==> src/rtl/cpu_pkg.sv <==
// Shared encodings for the MEM-stage data-bus controller: access sizes,
// FSM states, the latched request record and small size/lane helpers.
package cpu_pkg;

  // Access size encoding (store size and load size share it)
  localparam logic [1:0] SZ_NONE = 2'b00;
  localparam logic [1:0] SZ_BYTE = 2'b01;
  localparam logic [1:0] SZ_HALF = 2'b10;
  localparam logic [1:0] SZ_WORD = 2'b11;

  // Controller FSM states
  localparam logic [1:0] S_IDLE = 2'd0;
  localparam logic [1:0] S_REQ  = 2'd1;
  localparam logic [1:0] S_WAIT = 2'd2;
  localparam logic [1:0] S_DONE = 2'd3;

  // Request captured on leaving IDLE; drives the bus until the access retires
  typedef struct packed {
    logic [31:0] addr;
    logic        we;
    logic [3:0]  be;
    logic [31:0] wdata;
    logic [1:0]  ld_size;
    logic        ld_uns;
  } mem_req_t;

  // Byte enables for a size at a byte offset; NONE falls through to word
  function automatic logic [3:0] size_be(input logic [1:0] size, input logic [1:0] off);
    case (size)
      SZ_BYTE: size_be = 4'b0001 << off;
      SZ_HALF: size_be = 4'b0011 << off;
      default: size_be = 4'b1111;
    endcase
  endfunction

  // Natural-alignment fault; NONE is treated as word
  function automatic logic misaligned(input logic [1:0] size, input logic [1:0] off);
    case (size)
      SZ_BYTE: misaligned = 1'b0;
      SZ_HALF: misaligned = off[0];
      default: misaligned = (off != 2'b00);
    endcase
  endfunction

  // Replicate right-aligned store data across every lane it may land in
  function automatic logic [31:0] store_rep(input logic [1:0] size, input logic [31:0] d);
    case (size)
      SZ_BYTE: store_rep = {4{d[7:0]}};
      SZ_HALF: store_rep = {2{d[15:0]}};
      default: store_rep = d;
    endcase
  endfunction

endpackage

==> src/rtl/mem_load_align.sv <==
// Load lane extraction: picks the addressed byte/half out of the bus word
// and sign- or zero-extends it to 32 bits. Purely combinational.
module mem_load_align import cpu_pkg::*; (
  input  logic [31:0] word,
  input  logic [1:0]  off,
  input  logic [1:0]  size,
  input  logic        uns,
  output logic [31:0] data
);

  logic [3:0][7:0] lanes;
  logic [7:0]      b;
  logic [15:0]     h;

  assign lanes = word;
  assign b     = lanes[off];
  // Halves are naturally aligned, so only off[1] selects the upper pair
  assign h     = off[1] ? {lanes[3], lanes[2]} : {lanes[1], lanes[0]};

  // Extend the selected lane; unsigned loads force the fill bits to zero
  always_comb begin
    case (size)
      SZ_BYTE: data = {{24{b[7] & ~uns}}, b};
      SZ_HALF: data = {{16{h[15] & ~uns}}, h};
      default: data = word;
    endcase
  end

endmodule

==> src/rtl/mem_stage_ctrl.sv <==
// MEM-stage data-bus controller. Turns a load/store in the MEM stage into a
// single req/gnt/rvalid bus transaction, stalling the pipeline until it
// retires. Misaligned accesses fault immediately and never reach the bus.
module mem_stage_ctrl import cpu_pkg::*; (
  input  logic        clk,
  input  logic        rst_n,
  input  logic        mem_mem_read_i,
  input  logic [1:0]  mem_mem_write_i,
  input  logic [1:0]  mem_ld_size_i,
  input  logic        mem_ld_uns_i,
  input  logic [31:0] mem_resC_i,
  input  logic [31:0] mem_rD2_i,
  output logic        stall_o,
  output logic        misalign_o,
  output logic [31:0] rdata_o,
  output logic        rdata_valid_o,
  output logic        dbus_req_o,
  output logic        dbus_we_o,
  output logic [31:0] dbus_addr_o,
  output logic [3:0]  dbus_be_o,
  output logic [31:0] dbus_wdata_o,
  input  logic        dbus_gnt_i,
  input  logic        dbus_rvalid_i,
  input  logic [31:0] dbus_rdata_i
);

  logic [1:0]  state, state_nxt;
  mem_req_t    req_q;
  logic [31:0] rdata_q;
  logic [31:0] ld_data;
  logic        is_write, access, bad_align, take;
  logic [1:0]  acc_size;

  // A store wins over a simultaneous load
  assign is_write  = (mem_mem_write_i != SZ_NONE);
  assign access    = is_write | mem_mem_read_i;
  assign acc_size  = is_write ? mem_mem_write_i : mem_ld_size_i;
  assign bad_align = misaligned(acc_size, mem_resC_i[1:0]);
  assign take      = (state == S_IDLE) && access && !bad_align;

  // Next-state: IDLE -> REQ -> (WAIT for loads) -> DONE -> IDLE
  always_comb begin
    state_nxt = state;
    case (state)
      S_IDLE:  if (take) state_nxt = S_REQ;
      S_REQ:   if (dbus_gnt_i) state_nxt = req_q.we ? S_DONE : S_WAIT;
      S_WAIT:  if (dbus_rvalid_i) state_nxt = S_DONE;
      default: state_nxt = S_IDLE;
    endcase
  end

  // State register
  always_ff @(posedge clk or negedge rst_n) begin
    if (!rst_n) state <= S_IDLE;
    else        state <= state_nxt;
  end

  // Capture the request on acceptance so bus outputs stay stable until gnt
  always_ff @(posedge clk or negedge rst_n) begin
    if (!rst_n) begin
      req_q <= '0;
    end else if (take) begin
      req_q.addr    <= mem_resC_i;
      req_q.we      <= is_write;
      req_q.be      <= size_be(acc_size, mem_resC_i[1:0]);
      req_q.wdata   <= is_write ? store_rep(mem_mem_write_i, mem_rD2_i) : '0;
      req_q.ld_size <= mem_ld_size_i;
      req_q.ld_uns  <= mem_ld_uns_i;
    end
  end

  mem_load_align u_align (
    .word (dbus_rdata_i),
    .off  (req_q.addr[1:0]),
    .size (req_q.ld_size),
    .uns  (req_q.ld_uns),
    .data (ld_data)
  );

  // Load result register; holds its value until the next load returns.
  // Only WAIT accepts rvalid, so a response stranded by reset is dropped.
  always_ff @(posedge clk or negedge rst_n) begin
    if (!rst_n)                              rdata_q <= '0;
    else if (state == S_WAIT && dbus_rvalid_i) rdata_q <= ld_data;
  end

  assign stall_o       = (state == S_REQ) || (state == S_WAIT) || take;
  assign misalign_o    = (state == S_IDLE) && access && bad_align;
  assign rdata_o       = rdata_q;
  assign rdata_valid_o = (state == S_DONE) && !req_q.we;

  assign dbus_req_o    = (state == S_REQ);
  assign dbus_we_o     = req_q.we;
  assign dbus_addr_o   = {req_q.addr[31:2], 2'b00};
  assign dbus_be_o     = req_q.be;
  assign dbus_wdata_o  = req_q.wdata;

endmodule

==> config.mk <==
export PLATFORM = sky130hd
export DESIGN_NAME = mem_stage_ctrl
export DESIGN_NICKNAME = d
export VERILOG_FILES = /design/src/rtl/cpu_pkg.sv /design/src/rtl/mem_load_align.sv /design/src/rtl/mem_stage_ctrl.sv
export SDC_FILE = /design/constraint.sdc
export NUM_CORES = 1
export LEC_CHECK = 0
export CORE_AREA = 2 2 115 117
export DETAILED_ROUTE_END_ITERATION = 8
export DIE_AREA = 0 0 117 119
export PLACE_DENSITY = 0.8
export SLEW_MARGIN = 15
export SYNTH_ARGS = -nofsm -noshare
export SYNTH_HDL_FRONTEND = slang
export SYNTH_SLANG_ARGS = --single-unit
==> constraint.sdc <==
create_clock -name clk -period 3 [get_ports clk]
set_clock_uncertainty 0.1 [all_clocks]
set_input_delay 0.6 -clock clk [delete_from_list [all_inputs] [get_ports clk]]
set_output_delay 0.6 -clock clk [all_outputs]
set_load 0.02 [all_outputs]
=== Word-level counts from Yosys, hierarchy flattened ===
Index checks and enable logic that the tools add are counted.

* Output and inout bits: 105
* Flip-flop bits (word level): 106

* Mux-type cells: 14
* Equality and inequality tests: 12
* Bitwise gates (word level): 4
* Magnitude comparators: 1
* Reductions and logical operators: 13
* Shifts and indexed selects: 2

{| class="wikitable"
|+ Operator list
! operator !! count
|-
| 32-bit case mux with 2 select lines || 2
|-
| 32-bit two-way mux || 1
|-
| 8-bit binary-select mux with 2-bit select || 1
|-
| 16-bit two-way mux || 1
|-
| 2-bit == test (second input constant) || 5
|-
| 2-bit by 1-bit == test with 1-bit output (second input constant) || 4
|-
| 2-bit two-way mux || 4
|-
| 8-bit two-way mux || 1
|-
| 4-bit case mux with 2 select lines || 1
|-
| 2-bit case mux with 3 select lines || 1
|-
| 1-bit logical AND || 5
|-
| 2-bit != test (second input constant) || 2
|-
| 2-bit nonzero test || 2
|-
| 1-bit by 2-bit << shifter with 4-bit output (first input constant) || 1
|-
| 2-bit by 2-bit << shifter with 4-bit output (first input constant) || 1
|-
| 2-bit by 3-bit < comparator with 1-bit output (second input constant) || 1
|-
| 3-bit AND reduction || 1
|-
| 1-bit bitwise AND || 2
|-
| 1-bit logical NOT || 2
|-
| 2-bit logical NOT || 1
|-
| 1-bit logical OR || 2
|-
| 2-bit by 1-bit != test with 1-bit output (second input constant) || 1
|-
| 1-bit case mux with 2 select lines || 1
|-
| 1-bit two-way mux || 1
|-
| other kinds (2) || 2
|}

=== Logic depth before layout (Yosys ltp) ===
Gate-level depths: netlist (run 1).

* Word-level depth: 8
* Depth in mapped cells: 11

=== Modules after synthesis ===
From an unflattened synthesis (run 1), not the netlist that was laid out.

* Cell total of the unflattened synthesis: 558
* Area total of the unflattened synthesis: 5775.5 um2

{| class="wikitable"
|+ By module, submodules not included
! module !! times used !! area each (um2) !! cells each
|-
| mem_stage_ctrl || 1 || 5106.1 || 450
|-
| mem_load_align || 1 || 669.4 || 108
|}

=== Worst setup path after synthesis (run 1) ===
Ideal clock, no wire load.

* Path kind: input to output
* Start: input mem_mem_write_i[1]
* End: output stall_o
* Data required time: 2300 ps
* Buffers on the path: 1
* Arrival: 2181 ps
* Cell stages on the path: 8
* Path slack: 119 ps
* Cells stage by stage: inv_1 ha_1 mux2i_1 ha_1 nor2_2 o211ai_4 buf_4 nand2b_1

* Word-level cells in the longest chain between the ends: 7
* Elaborated cells between the ends (all ways): 10
* Classes of those cells: eq/ne (2); mux (2); bitwise (1); reduce/logical (5)

{| class="wikitable"
|+ Ends and longest elaborated chain
! element !! RTL line !! source
|-
| from (decl) || mem_stage_ctrl.sv:8 || <nowiki>input logic [1:0] mem_mem_write_i,</nowiki>
|-
| 2-bit nonzero test || mem_stage_ctrl.sv:35 || <nowiki>assign is_write = (mem_mem_write_i != SZ_NONE);</nowiki>
|-
| 2-bit two-way mux || mem_stage_ctrl.sv:37 || <nowiki>assign acc_size = is_write ? mem_mem_write_i : mem_ld_size_i;</nowiki>
|-
| 2-bit == test / 2-bit by 1-bit == test with 1-bit output (equally long branches) || cpu_pkg.sv:38 || <nowiki>case (size)</nowiki>
|-
| 1-bit case mux with 2 select lines || cpu_pkg.sv:38 ||
|-
| 1-bit logical NOT || mem_stage_ctrl.sv:39 || <nowiki>assign take = (state == S_IDLE) && access && !bad_align;</nowiki>
|-
| 1-bit logical AND (*) || mem_stage_ctrl.sv:39 ||
|-
| 1-bit logical OR (*) || mem_stage_ctrl.sv:87 || <nowiki>assign stall_o = (state == S_REQ) || (state == S_WAIT) || take;</nowiki>
|-
| to (decl) || mem_stage_ctrl.sv:13 || <nowiki>output logic stall_o,</nowiki>
|}

Every way passes the cells marked *; elsewhere a longest branch is shown, timed or not.

=== Worst setup path after layout (run 1) ===
* Start: input mem_mem_write_i[0]
* End: output stall_o

Same word-level chain as after synthesis.

==> summary.txt, run 1 <==
Status
  • Status: finished clean

Layout
  • Layout cells sized above 1: 13.8%
  • Syn-to-layout area delta: 40.4%
  • Non-filler cells, final: a little over 900
  • # fillers: 1095
  • Final instance area: approximately 0.008 mm2
  • Diodes inserted: 0
  • Nets: 862

Power and ir drop
  • P_leak: ~3.4 nW
  • Worst vdd ir: 0.537 mV
  • Clk network pwr share: between 15 and 20%
  • P_int: just under 0.005 W
  • Logic gate share of total power: between 50 and 60%
  • Sequential Power Share: a little under a third
  • Pwr dens: approximately 1000 mW/mm2
  • Sw Pwr: between 0.003 and 0.004 W
  • Switch share: approximately two fifths

Clock network
  • Num CTS Buffers: 9
  • H-Tree Depth: 3
  • Clock Sinks: ~110
  • CTS root buf: clkbuf_16
  • Clock buffer depth: 2
  • Worst-Skew Late Latency: ~340 ps
  • CTS tree: built
  • Hold buffers post-CTS: 0
  • Clock-pin slew on the worst setup and hold paths: 70 ps

Critical path
  • Critical path required time: about 2300 ps
  • Crit path top cell by count: ha_4
  • Setup Crit Path Kind: input port to output port
  • Register-to-register setup slack: roughly 760 ps
  • Top delay family on crit path: buffers and inverters
  • Crit start category: input port
  • Worst path slowest cell: dlygate4sd2_1
  • Setup crit end kind: output port
  • Worst Reg-to-Reg Cells: 6
  • Crit path max fanout: 4
  • Arr. time, crit path: roughly 2200 ps
  • CP bufs+invs: 3
  • Worst path cell trace: dlygate4sd2_1, inv_2, ha_4, mux2i_4, ha_4, a21oi_4, o211ai_4, nand2b_1, buf_4
  • FF-to-FF Start: req_q[1]
  • CP max stage delay: roughly 260 ps
  • FF-to-FF End: rdata_o[0]

STA
  • Final period utilization: a little over nine tenths
  • RSZ-0062 raised after global routing: no
  • Worst setup margin: roughly 150 ps
  • Achievable Freq: around 350 MHz
  • Worst Tran Pin Value: roughly 610 ps
  • Hold Slack: approximately 120 ps
  • Slew margin rel.: about three fifths
  • Final slew viol count: 0
  • Fin Setup TNS: 0 ps
  • Final setup fails: 0
  • Fin crit period: about 2800 ps
  • Hold violation count in the final report: 0

Place
  • # port buffers: 208
  • Post-DP Area: between 0.007 and 0.008 mm2
  • Hpwl dp: approximately 12 mm
  • GPL Wtd Cong: 0.918
  • Pre-CTS WS: -695 ps
  • DP Cell Count: slightly above 900

Routing
  • WL final: ~16 mm
  • Remaining DRCs: 0
  • DR vias/cell: 5.28
  • TritonRoute pass-1 iters: 5
  • Initial DRC count: just under 400
  • Routed Antenna Nets: 0
  • Routed WL per cell: 16.9 um
  • Via Count: roughly 4900

GRT
  • Initial antenna violation count: 0
  • Vias in the first global route: slightly below 5000
  • Gr ovfl total: 0
  • First-pass GRT wire length: 24.5 mm
  • Overall Global Routing Usage: 22.3%
  • Largest net degree at the start of global routing: 78

Yosys
  • Top cell type's share of synthesized area: 47.3%
  • Yosys cell types: 47
  • EDFF count, synth: 0
  • Synth top area cells: dfrtp_1, buf_4, mux2_2
  • Synth top cells by count: dfrtp_1, nand2_1, buf_4
  • Synth area leader: dfrtp_1
  • Yosys reg bits: 106
  • Syn Std Cell Area: 0.00561 mm2
  • Synth Warn #: 0
  • Top-count cell post-synth: dfrtp_1
  • Post-synthesis cell count: between 500 and 600
  • Syn Area/Cell: 9.50 um2
  • Sequential cell area fraction in the yosys report: 47.3%
  • Main synth FF type: dfrtp_1
  • Synth async-reset ratio: 100%

Floorplan
  • Core ar.: around 0.013 mm2
  • Die area: around 0.014 mm2
  • Initial Util: between 40% and 50%
  • Width of the die: roughly 120 um
  • Ports: around 210
  • Die height: roughly 120 um
  • Row count: 42

Hold path
  • Worst Hold Class: input port to asynchronous set/reset pin

Run
  • Max-cap viol count: 0
## flip-flops by register name (all words and copies together), names as in the netlist
signal,cells
dbus_we_o,1
state,2
rdata_o,32
dbus_addr_o,30
dbus_wdata_o,32
dbus_be_o,4
req_q,5
## metrics by stage
stage / total power, W / utilization [%]
2_1_floorplan: 0.00546 / -
3_3_place_gp: 0.00674 / 58.3
3_5_place_dp: 0.00689 / 58.3
4_1_cts: 0.00818 / 61.1
5_1_grt: 0.00861 / 61.1
6_report: 0.00814 / 61.1
## layout make-up
type / instances / area, um2 / share of cell area [%]
clock inverter: 5 / 78.8 / 1.00
timing repair buffer: 242 / 2340 / 29.8
clock buffer: 11 / 233 / 2.96
tap: 176 / 220 / 2.80
inverter: 19 / 71.3 / 0.906
sequential: 106 / 2650 / 33.7
multi-input combinational: 368 / 2270 / 28.9
## logic make-up (layout without fill, tap and decap cells)
group,count (synthesis),count (layout),synth area share [%]
compound gates,150,150,16.3
fa+ha+maj,10,10,2.23
buf+inv,117,277,13.1
flops,106,106,47.3
mux,44,44,8.71
other cells,1,2,0.0669
simple gates,162,162,12.3
## worst reg2reg max path, cell delays in order (launching register included)
cell,delay [ps]
dfrtp_1,380
inv_1,60
ha_1,420
buf_4,270
nor2_1,500
o21ai_0,330
nand2_1,120
## timing repair
item,in CTS,in global routing
endpoints found under the setup margin,67,0
buffers inserted,1,0
resized for setup,24,0
## layout by cell type, fill, tap and decap left out, drive strengths merged, types with 17 or more instances in the layout
cell and instances:
o21ai 62, clkdlybuf4s50 203, mux2 38, buf 37, a31oi 17, dfrtp 106
nor2 43, nand2 86, inv 18, a21oi 37
## worst max-delay path by stage
| stage | startpoint | endpoint | cells after the start |
|---|---|---|---|
| 2_1_floorplan | mem_mem_write_i[1] | stall_o | 8 |
| 3_3_place_gp | mem_mem_write_i[0] | stall_o | 9 |
| 3_5_place_dp | mem_mem_write_i[0] | stall_o | 9 |
| 4_1_cts | mem_mem_write_i[0] | stall_o | 9 |
| 5_1_grt | mem_mem_write_i[0] | stall_o | 9 |
| 6_report | mem_mem_write_i[0] | stall_o | 9 |
## metal layers
metal,track usage [%],vias to the layer above,part of all wire (%)
li1,-,2262,-
met1,28.6,2335,41
met2,35.8,273,48
met3,6.01,26,9.4
met4,8.97,0,2.1
met5,0,-,0
## power groups by stage
stage	combinational (W)	sequential, W	clock (W)
after global routing	0.00464	0.00262	0.00134
after CTS	0.00436	0.00254	0.00127
after global placement	0.00422	0.00252	0
after floorplan	0.00279	0.00267	0
final	0.00435	0.00254	0.00125
after detailed placement	0.00433	0.00256	0
Note: power is estimated with default switching activity, not from simulation.
==> run 2, diff against run 1 <==
RECOVER_POWER = 100   (was default)
SETUP_SLACK_MARGIN = 0.05   (was default)
==> run 2 against run 1 <==
Compared with the run above: the flow now finishes with violations (max-capacitance violations, max-slew violations); highest routed layer unchanged; critical path type unchanged; largest cell class unchanged; count of clock-buffer cells in the layout unchanged; sequential share of layout area increased by 0.12 points; critical path depth unchanged; hold slack improved by 250 ps; register-to-register slack got worse by 400 ps; clock power about the same.
==> summary.txt, run 2 (synthesis results as in run 1) <==
Critical path
  • Critical path required time: 2300 ps (about the same)
  • Top delay family on crit path: buffers and inverters
  • Arr. time, crit path: 2170 ps (+20 ps)
  • Worst path cell trace: dlygate4sd2_1, inv_2, ha_4, mux2i_4, ha_4, a21oi_4, o211ai_4, nand2b_1, clkbuf_2
  • Register-to-register setup slack: 360 ps (-400 ps)
  • Setup crit end kind: output port
  • CP max stage delay: 260 ps (about the same)
  • Crit path max fanout: 4 (unchanged)
  • Worst path slowest cell: dlygate4sd2_1
  • WP depth: 9 (unchanged)
  • Crit path top cell by count: ha_4
  • CP bufs+invs: 3 (unchanged)
  • Crit start category: input port
  • Worst Reg-to-Reg Cells: 6 (unchanged)
  • Setup Crit Path Kind: input port to output port

Routing
  • WL final: 15.5 mm (-0.51%)
  • Routed Antenna Nets: 0 (unchanged)
  • Initial DRC count: 403 (+4.1%)
  • TritonRoute pass-1 iters: 5 (unchanged)
  • Routed WL per cell: 16.8 um (-0.51%)
  • Remaining DRCs: 0 (unchanged)
  • Via Count: 4883 (-0.27%)
  • DR vias/cell: 5.27 (-0.27%)

STA
  • Final slew viol count: 39 (+39)
  • Fin Setup TNS: 0 ps (unchanged)
  • Hold violation count in the final report: 0 (unchanged)
  • Achievable Freq: 348 MHz (-0.88%)
  • Final period utilization: 95.8% (+0.84 points)
  • Fin crit period: 2870 ps (+25.3 ps)
  • Worst Tran Pin Value: 2130 ps (+1520 ps)
  • Slew margin rel.: -41.8% (-100 points)
  • Worst setup margin: 126 ps (-25.3 ps)
  • RSZ-0062 raised after global routing: no
  • Final setup fails: 0 (unchanged)

GRT
  • Overall Global Routing Usage: 22.3% (unchanged)
  • Largest net degree at the start of global routing: 78 (unchanged)
  • Vias in the first global route: 4899 (unchanged)
  • Initial antenna violation count: 0 (unchanged)
  • Gr ovfl total: 0 (unchanged)
  • First-pass GRT wire length: 24.5 mm (unchanged)

Clock network
  • CTS tree: built
  • Clock buffer depth: 2 (unchanged)
  • H-Tree Depth: 3 (unchanged)
  • CTS root buf: clkbuf_16
  • Num CTS Buffers: 9 (unchanged)
  • Hold buffers post-CTS: 0 (unchanged)
  • Worst-Skew Late Latency: 340 ps (about the same)
  • Clock Sinks: 106 (unchanged)
  • Clock-pin slew on the worst setup and hold paths: 70 ps (about the same)

Status
  • Failing checks: max-capacitance violations, max-slew violations
  • Status: complete, but fails checks

Layout
  • Most common cell after layout, fill and taps aside: dfrtp_1
  • Non-filler cells, final: 927 (unchanged)
  • Layout cells sized above 1: 12.9% (-0.93 points)
  • Syn-to-layout area delta: 39.8%
  • Most frequent cells in the layout: dfrtp_1, clkdlybuf4s50_1, dlygate4sd3_1, nand2_1, o21ai_0
  • Diodes inserted: 0 (unchanged)
  • Nets: 862 (unchanged)
  • Final instance area: 0.00784 mm2 (-0.37%)
  • Final Util: 60.9% (-0.22 points)

Place
  • Post-DP Area: 0.00751 mm2 (unchanged)
  • DP Cell Count: 910 (unchanged)
  • Hpwl dp: 11.6 mm (unchanged)
  • Pre-CTS WS: -695 ps (unchanged)
  • # port buffers: 208 (unchanged)
  • GPL Wtd Cong: 0.918 (unchanged)

Run
  • Max-cap viol count: 1 (+1)

Floorplan
  • Width of the die: 117 um (unchanged)
  • Die height: 119 um (unchanged)
  • Core ar.: 0.0129 mm2 (unchanged)
  • Initial Util: 43.5% (unchanged)
  • Ports: 211 (unchanged)
  • Die area: 0.0139 mm2 (unchanged)
  • Row count: 42 (unchanged)

Hold path
  • Min-Delay Path Depth: 2
  • Worst Hold Class: flop to flop

Power and ir drop
  • Worst vdd ir: 0.499 mV (-7.0%)
  • Pwr dens: 999 mW/mm2 (-3.4%)
  • P_leak: 3.49 nW (+2.6%)
==> run 2: cell types whose count changed in the layout (fill, tap and decap cells not counted), sizes merged <==
cell / change
buf: -8
clkbuf: +8
clkdlybuf4s50: -101
dlygate4sd3: +101
==> run 2: final cells by class <==
| class | count | area [um2] |
|---|---|---|
| Tap cell | 176 | 220 |
| Clock buffer | 11 | 233 |
| Clock inverter | 5 | 78.8 |
| Sequential cell | 106 | 2650 |
| Fill cell | 1103 | 5040 |
| Multi-Input combinational cell | 368 | 2260 |
| Inverter | 19 | 71.3 |
| Timing Repair Buffer | 242 | 2320 |
==> run 2: worst register-to-register path: stages, from the launching register on <==
cell	delay [ps]
dfrtp_1	380
inv_1	60
ha_1	460
clkbuf_1	770
nor2_1	380
o21ai_0	250
nand2_1	100
==> run 2: per-stage QoR <==
| step | hold slack (ps) | total power, W |
|---|---|---|
| after global placement | 361 | 0.00674 |
| final | 380 | 0.00783 |
| after floorplan | 204 | 0.00546 |
| after CTS | 134 | 0.00818 |
| after global routing | 405 | 0.00832 |
| after detailed placement | 370 | 0.00689 |
==> run 2: timing repair <==
| item | CTS | global route |
|---|---|---|
| buffers inserted | 1 | 0 |
| resized for setup | 24 | 0 |
| setup endpoints to repair | 73 | 0 |
==> run 2: path summary, 6_finish.rpt <==
kind,end,start
max,stall_o,mem_mem_write_i[0]
min,dbus_wdata_o[30],dbus_wdata_o[30]
max reg2reg,rdata_o[2],req_q[1]
min reg2reg,dbus_wdata_o[30],dbus_wdata_o[30]
max in group asynchronous,dbus_addr_o[26],rst_n
min in group asynchronous,rdata_o[17],rst_n
==> run 2: power by group <==
group          switching, W  internal [W]
Sequential         0.000407       0.00210
Clock              0.000510      0.000731
Combinational       0.00226       0.00181
Total               0.00318       0.00465
==> run 2: layer usage <==
metal / vias up / GRT usage, % / wire (um) / part of all wire (%)
met5: - / 0 / 0 / 0
met4: 0 / 8.97 / 320 / 2.1
met3: 27 / 6.01 / 1450 / 9.3
met2: 259 / 35.8 / 7600 / 49
met1: 2335 / 28.6 / 6180 / 40
li1: 2262 / - / - / -
==> run 3, diff against run 2 <==
SKIP_LAST_GASP = 1   (was default)
==> results of run 3 <==
The final DEF is identical to that of run 2; final timing and power are the same.
